### src/rtl/sixteen_bit_counter_pkg.sv
// Shared definitions for the sixteen_bit_counter block.
// Contents:
//   DEFAULT_WIDTH        default counter width in bits
//   DEFAULT_RESET_VALUE  default value loaded into count on reset
//   dir_e                count direction encoding of the up_down input
package sixteen_bit_counter_pkg;

    localparam int unsigned DEFAULT_WIDTH       = 16;
    localparam int unsigned DEFAULT_RESET_VALUE = 0;

    typedef enum logic {
        DIR_DOWN = 1'b0,
        DIR_UP   = 1'b1
    } dir_e;

endpackage

### src/rtl/sixteen_bit_counter_if.sv
// Bus bundle between the counter and the logic that controls it.
// Signals:
//   en, up_down, clear, load   control inputs to the counter
//   load_value                 parallel load data
//   cmp_value                  compare threshold for match
//   count                      registered counter value
//   tc                         combinational terminal count
//   wrap                       registered one-cycle wrap pulse
//   match                      registered count==cmp_value flag
// Modports: master drives controls and observes status; slave is the counter.
interface sixteen_bit_counter_if
    import sixteen_bit_counter_pkg::*;
#(
    parameter int unsigned WIDTH = DEFAULT_WIDTH
);

    logic             en;
    logic             up_down;
    logic             clear;
    logic             load;
    logic [WIDTH-1:0] load_value;
    logic [WIDTH-1:0] cmp_value;
    logic [WIDTH-1:0] count;
    logic             tc;
    logic             wrap;
    logic             match;

    modport master (
        output en, up_down, clear, load, load_value, cmp_value,
        input  count, tc, wrap, match
    );

    modport slave (
        input  en, up_down, clear, load, load_value, cmp_value,
        output count, tc, wrap, match
    );

endinterface

### src/rtl/sixteen_bit_counter_next.sv
// Combinational next-state logic for the counter.
// Ports:
//   count_i       current count
//   en_i          count enable
//   up_down_i     direction (DIR_UP / DIR_DOWN)
//   clear_i       clear to zero, highest priority
//   load_i        parallel load, below clear
//   load_value_i  load data
//   next_count_o  count value for the next clock edge
//   wrap_next_o   set when this step crosses the all-ones/zero boundary
module sixteen_bit_counter_next
    import sixteen_bit_counter_pkg::*;
#(
    parameter int unsigned WIDTH = DEFAULT_WIDTH
) (
    input  logic [WIDTH-1:0] count_i,
    input  logic             en_i,
    input  logic             up_down_i,
    input  logic             clear_i,
    input  logic             load_i,
    input  logic [WIDTH-1:0] load_value_i,
    output logic [WIDTH-1:0] next_count_o,
    output logic             wrap_next_o
);

    localparam logic [WIDTH-1:0] ONE = WIDTH'(1);

    dir_e dir;
    assign dir = dir_e'(up_down_i);

    always_comb begin
        next_count_o = count_i;
        wrap_next_o  = 1'b0;
        if (clear_i) begin
            next_count_o = '0;
        end else if (load_i) begin
            next_count_o = load_value_i;
        end else if (en_i) begin
            if (dir == DIR_UP) begin
                next_count_o = count_i + ONE;
                wrap_next_o  = (count_i == '1);
            end else begin
                next_count_o = count_i - ONE;
                wrap_next_o  = (count_i == '0);
            end
        end
    end

endmodule

### src/rtl/sixteen_bit_counter.sv
// 16-bit synchronous up/down counter with enable, clear, load, terminal
// count, wrap pulse and compare match.
// Ports:
//   clk    rising-edge clock
//   reset  asynchronous active-low reset
//   bus    slave side of sixteen_bit_counter_if (controls in, status out)
module sixteen_bit_counter
    import sixteen_bit_counter_pkg::*;
#(
    parameter int unsigned      WIDTH       = DEFAULT_WIDTH,
    parameter logic [WIDTH-1:0] RESET_VALUE = WIDTH'(DEFAULT_RESET_VALUE)
) (
    input logic                 clk,
    input logic                 reset,
    sixteen_bit_counter_if.slave bus
);

    logic [WIDTH-1:0] count_q, count_d;
    logic             wrap_q, wrap_d;
    logic             match_q, match_d;

    sixteen_bit_counter_next #(
        .WIDTH (WIDTH)
    ) u_next (
        .count_i      (count_q),
        .en_i         (bus.en),
        .up_down_i    (bus.up_down),
        .clear_i      (bus.clear),
        .load_i       (bus.load),
        .load_value_i (bus.load_value),
        .next_count_o (count_d),
        .wrap_next_o  (wrap_d)
    );

    // Compare against the upcoming value so match lines up with the
    // count it describes rather than lagging it by a cycle.
    assign match_d = (count_d == bus.cmp_value);

    always_ff @(posedge clk or negedge reset) begin
        if (!reset) begin
            count_q <= RESET_VALUE;
            wrap_q  <= 1'b0;
            match_q <= 1'b0;
        end else begin
            count_q <= count_d;
            wrap_q  <= wrap_d;
            match_q <= match_d;
        end
    end

    always_comb begin
        bus.tc = 1'b0;
        if (dir_e'(bus.up_down) == DIR_UP) begin
            bus.tc = (count_q == '1);
        end else begin
            bus.tc = (count_q == '0);
        end
    end

    assign bus.count = count_q;
    assign bus.wrap  = wrap_q;
    assign bus.match = match_q;

endmodule

### src/flat_wrapper.sv
// flat-port wrapper written by rule: the top's interface ports become plain ports
module sixteen_bit_counter_flat import sixteen_bit_counter_pkg::*;
#(
    parameter int unsigned      WIDTH       = DEFAULT_WIDTH,
    parameter logic [WIDTH-1:0] RESET_VALUE = WIDTH'(DEFAULT_RESET_VALUE)
)
  (clk, reset, bus_en, bus_up_down, bus_clear, bus_load, bus_load_value, bus_cmp_value, bus_count, bus_tc, bus_wrap, bus_match);
  sixteen_bit_counter_if #(.WIDTH(WIDTH)) bus_i ();
  input logic clk;
  input logic reset;
  input wire logic [$bits(bus_i.en)-1:0] bus_en;
  input wire logic [$bits(bus_i.up_down)-1:0] bus_up_down;
  input wire logic [$bits(bus_i.clear)-1:0] bus_clear;
  input wire logic [$bits(bus_i.load)-1:0] bus_load;
  input wire logic [$bits(bus_i.load_value)-1:0] bus_load_value;
  input wire logic [$bits(bus_i.cmp_value)-1:0] bus_cmp_value;
  output wire logic [$bits(bus_i.count)-1:0] bus_count;
  output wire logic [$bits(bus_i.tc)-1:0] bus_tc;
  output wire logic [$bits(bus_i.wrap)-1:0] bus_wrap;
  output wire logic [$bits(bus_i.match)-1:0] bus_match;
  assign bus_i.en = bus_en;
  assign bus_i.up_down = bus_up_down;
  assign bus_i.clear = bus_clear;
  assign bus_i.load = bus_load;
  assign bus_i.load_value = bus_load_value;
  assign bus_i.cmp_value = bus_cmp_value;
  assign bus_count = bus_i.count;
  assign bus_tc = bus_i.tc;
  assign bus_wrap = bus_i.wrap;
  assign bus_match = bus_i.match;
  sixteen_bit_counter #(.WIDTH(WIDTH), .RESET_VALUE(RESET_VALUE)) u_core (.clk(clk), .reset(reset), .bus(bus_i));
endmodule
### config.mk
export PLATFORM = sky130hd
export DESIGN_NAME = sixteen_bit_counter_flat
export DESIGN_NICKNAME = d
export VERILOG_FILES = /design/src/rtl/sixteen_bit_counter_pkg.sv /design/src/rtl/sixteen_bit_counter_if.sv /design/src/rtl/sixteen_bit_counter_next.sv /design/src/rtl/sixteen_bit_counter.sv /design/src/flat_wrapper.sv
export SDC_FILE = /design/constraint.sdc
export NUM_CORES = 1
export LEC_CHECK = 0
export CAP_MARGIN = 20
export CORE_MARGIN = 8
export CORE_UTILIZATION = 32
export CTS_CLUSTER_SIZE = 12
export DETAILED_ROUTE_END_ITERATION = 12
export GPL_ROUTABILITY_DRIVEN = 1
export HOLD_SLACK_MARGIN = 0.03
export MAX_ROUTING_LAYER = met4
export PLACE_DENSITY = 0.53
export SYNTH_ARGS = -nofsm -noshare
export SYNTH_HDL_FRONTEND = slang
export SYNTH_SLANG_ARGS = --single-unit
export TNS_END_PERCENT = 1
### constraint.sdc
create_clock -name clk -period 3 [get_ports clk]
set_input_delay 0.45 -clock clk [delete_from_list [all_inputs] [get_ports clk]]
set_output_delay 0.45 -clock clk [all_outputs]
set_load 0.05 [all_outputs]
[After elaboration in Yosys (flattened, before gate mapping)]
Cells that the tools add are included.
Word-level totals
  register bits after elaboration: 18
  word-level logic and storage cells: 16
Cells by class
  $add $sub $neg: 2
  equality and inequality tests: 2
  muxes and demuxes: 8
  reductions and logical operators: 1
Operators by type and width (number)
  16-bit two-way mux: 4
  16-bit by 1-bit adder with 16-bit output, second input constant: 1
  16-bit == test: 1
  16-bit == test, second input constant: 1
  16-bit logical NOT: 1
  16-bit by 1-bit subtractor with 16-bit output, second input constant: 1
  1-bit two-way mux: 4

[Depth between registers and ports, before layout]
  word-level depth: 6
  depth in mapped cells: 12

[By module]
From an unflattened synthesis, not the netlist that was laid out.
Second synthesis, totals
  cells, all modules: 222
  area total of the unflattened synthesis: 1919.3 um2
Modules (own cells, without submodules)
  sixteen_bit_counter_next: times used 1, cells an instance 171, area each 1198.6 um2
  sixteen_bit_counter: times used 1, cells an instance 51, area each 720.7 um2

[Least setup slack after synthesis]
Ideal clock, no wire load.
  path kind: input -> register
  start: input bus_up_down
  end: register u_core.match_q, in the netlist u_core.bus.match
  arrival time: 2.974 ns
  path slack: -0.041 ns
  stages: 11
  path through: inv_1 -> ha_1 -> and3_4 -> a221oi_2 -> o221ai_2 -> a31oi_4 -> and4_4 -> nor4_2 -> a2111oi_2 -> nand4_1 -> and4b_1
Between the ends
  longest elaborated chain between the ends: 5
RTL lines
  start: declaration: RTL line flat_wrapper.sv:12  | input wire logic [$bits(bus_i.up_down)-1:0] bus_up_down;
  16-bit two-way mux: RTL line sixteen_bit_counter_next.sv:39  | if (dir == DIR_UP) begin
  16-bit two-way mux: RTL line sixteen_bit_counter_next.sv:38  | end else if (en_i) begin
  16-bit two-way mux: RTL line sixteen_bit_counter_next.sv:36  | end else if (load_i) begin
  16-bit two-way mux: RTL line sixteen_bit_counter_next.sv:34  | if (clear_i) begin
  16-bit == test: RTL line sixteen_bit_counter.sv:37  | assign match_d = (count_d == bus.cmp_value);
  named net u_core.match_d: RTL line sixteen_bit_counter.sv:20  | logic match_q, match_d;
  end signal: assignment: RTL line sixteen_bit_counter.sv:47  | match_q <= match_d;
  end: declaration: RTL line sixteen_bit_counter.sv:20
The timed path passes the listed nets, and every way through them passes these cells.

[Worst setup path after layout]
Ends and elaborated chain as after synthesis.

==> impl_metrics.csv <==
group,metric,value,unit
cts,root_buffer,"clkbuf_8",
place,placed_area,3860,sq um
yosys,synth-main-ff-cell,"dfrtp_1",
floorplanning,die_area,11100,sq um
power_and_ir_drop,powerDensity,329,nW/um^2
layout,area_growth,59.4,%
layout,diodes,0,
route,via_per_inst,5.70,
yosys,yosys.area.top_type_share,0.176,
place,dp.cells,561,
sta,fmax,342,MHz
yosys,ys_seq_area_frac,0.176,
setup_path,startpoint,"bus_up_down",
setup_path,critPathMaxFanout,5,
sta,tightest_slew,549,ps
hold_path,worst_hold_path_type,"in -> async",
sta,fin_worst_skew,12.8,ps
place,io_buffers,56,
setup_path,critPathKind,"in -> reg",
setup_path,rr_startpoint,"u_core.bus.count[0]$_DFF_PN0_",
power_and_ir_drop,power_leakage,1.74,nW
layout,fillCellCount,776,
floorplanning,coreArea,7770,sq um
yosys,synth_nets,387,
sta,fin_setup_tns,0,ps
sta,holdWs,516,ps
layout,fin_util,0.526,
sta,max_slew_margin,0.629,
grt,antenna_found_initial,0,
yosys,synth_edf_count,0,
setup_path,arrival,3120,ps
floorplanning,ios,57,
layout,finalNonFillerCells,571,
floorplanning,initial_core_util,0.330,
grt,grt_start_max_net_pins,19,
grt,grt_pass1_wl,16.9,mm
run,cap_violations,0,
setup_path,cp_slowest_cell,"a211o_1",
sta,finalSetupViolations,0,
setup_path,slowest_delay,380,ps
floorplanning,die_y,106,um
sta,setup_slack,75.8,ps
cts,clock-sinks,18,
route,vias,3255,
cts,cts_buffers,3,
yosys,syn_area_per_cell,7.68,sq um
setup_path,cp-end-kind,"flip-flop",
setup_path,cp.required,3200,ps
cts,holdBufCountCts,0,
cts,clk_latency,270,ps
route,drt_iter0_drc,196,
setup_path,start_kind,"input pin",
setup_path,r2r_cells,10,
sta,min_period_over_period,0.975,
grt,grt_pass1_vias,3183,
layout,design_area,4090,sq um
yosys,ys_async_sr_fraction,1.00,
route,antenna_left,0,
route,drc,0,
layout,nets,523,
sta,fin_crit,2920,ps
cts,cts_buffer_depth,2,
yosys,synth.top_cells.by_area,"dfrtp_1 18%, ha_1 6.8%, a21oi_1 4.9%, nor2_1 4.5%, xnor2_1 3.8%",
route,wl_per_cell,19.2,um
sta,hold_violations,0,
floorplanning,rows,32,
grt,gr-total-overflow,0,
yosys,synth_area,2560,sq um
yosys,yosys_warnings,0,
yosys,ys_seq_elements,18,
setup_path,crit_chain,"buf_4, clkinvlp_4, buf_4, ha_4, a21o_1, a22oi_2, a211o_1, mux2i_1, a31oi_2, or3_1, a221oi_2, nand4_1, and4b_1",
route,detail_route.wirelength,11.0,mm
yosys,yosysUniqueCellTypes,71,
status,run_status,"completed",
setup_path,reg2reg_slack,100,ps
sta,slew_violations,0,
setup_path,critPathMostFrequentCell,"buf_4",
floorplanning,die_w,106,um
place,gp_congestion,0.920,
setup_path,r2r_end,"u_core.bus.match$_DFF_PN0_",
yosys,yosys.area.top_type,"dfrtp_1",
route,dr.pass1.iters,5,
layout,drive_gt1_frac,0.292,
power_and_ir_drop,peakVddDrop,0.000129,V
power_and_ir_drop,p_total,1.35,mW
grt,grt_usage,0.194,
cts,clk_pin_slew,80,ps
place,pre_cts_ws,-757,ps
yosys,syn_inst,334,
cts,htree_num_levels,1,
place,hpwl,8.75,mm
cts,cts_tree,"built",
-- state kept, by name (all words and copies together), names as in the netlist --
| name | cells |
|---|---|
| u_core.bus.match | 1 |
| u_core.bus.wrap | 1 |
| u_core.bus.count | 16 |
-- layer usage --
| layer | up-vias | share of wire | GRT usage |
|---|---|---|---|
| met1 | 1562 | 0.48 | 0.259 |
| met5 | - | 0 | - |
| li1 | 1557 | - | - |
| met3 | 18 | 0.051 | 0.0250 |
| met2 | 118 | 0.45 | 0.304 |
| met4 | 0 | 0.014 | 0.0503 |
-- worst max-delay path by stage --
stage | depth (start not counted) | slack (ps) | end
3_5_place_dp | 13 | -760 | u_core.bus.match$_DFF_PN0_
3_3_place_gp | 13 | -710 | u_core.bus.match$_DFF_PN0_
4_1_cts | 13 | 10 | u_core.bus.match$_DFF_PN0_
2_1_floorplan | 12 | -3 | u_core.bus.match$_DFF_PN0_
6_report | 13 | 80 | u_core.bus.match$_DFF_PN0_
5_1_grt | 14 | -9 | u_core.bus.match$_DFF_PN0_
-- logic make-up (layout without fill, tap and decap cells) --
| logic type | Yosys count | after routing | synth area share |
|---|---|---|---|
| AO/OA/AOI/OAI | 102 | 102 | 0.299 |
| XOR/XNOR | 14 | 14 | 0.0478 |
| adder cells (fa/ha/maj) | 15 | 15 | 0.0761 |
| buffers and inverters | 34 | 169 | 0.0541 |
| flip-flops | 18 | 18 | 0.176 |
| multiplexers | 13 | 13 | 0.0527 |
| AND/OR/NAND/NOR | 138 | 138 | 0.295 |
-- worst max-delay path: cells and delay by family --
kind	cells	cell delay, ps
and+or+nand+nor	3	750
buffers and inverters	3	460
AOI/OAI and AO/OA	5	960
muxes	1	210
adders and majority gates	1	280
-- where the power goes --
part           switching [mW]  internal [mW]  total (mW)
clock                  0.0972         0.0949       0.192
combinational           0.446          0.416       0.861
sequential             0.0307          0.261       0.292
total                   0.573          0.772        1.35
-- cells in the mapped netlist, drive strengths merged, types with 10 or more instances --
master  instances
nor4           12
buf            10
nor2           31
inv            15
a21oi          26
xnor2          11
o21ai          12
nor3           13
nand2          23
nand4          10
ha             14
dfrtp          18
nor2b          12
-- layout by cell type, fill, tap and decap left out, types with 3 or more instances in the layout --
master	synthesis	layout
buf_4	0	92
inv_1	15	14
ha_1	14	10
a2111oi_0	4	4
nor2b_1	12	12
o21a_1	3	3
mux2i_1	9	9
or3_1	3	3
o21ai_0	10	9
nand3b_1	5	5
clkbuf_8	0	3
nand2_1	23	23
clkdlybuf4s50_1	0	54
o211ai_1	3	3
ha_4	0	4
nand3_1	6	6
nor4_1	11	11
a21o_1	6	6
nor2_1	31	30
nor3_1	13	12
dfrtp_1	18	17
a211oi_1	7	6
a211o_1	3	3
nand4_1	10	10
xnor2_1	11	10
o22ai_1	5	5
nand2b_1	5	5
a21oi_1	25	24
-- what timing repair did --
item / CTS / global route
resized for setup: 8 / 22
setup buffers: 3 / 2
cloned: 1 / 0
endpoints found under the setup margin: 6 / 1
pin swaps: 6 / 17
-- final cells by class --
type	instances	area (sq um)	area share
Multi-Input combinational cell	282	2130	0.521
Timing Repair Buffer	148	1260	0.309
Inverter	16	63.8	0.0156
Tap cell	102	128	0.0312
Clock buffer	4	45.0	0.0110
Timing Repair inverter	1	7.51	0.00184
Sequential cell	18	452	0.110
Note: power is estimated with default switching activity, not from simulation.
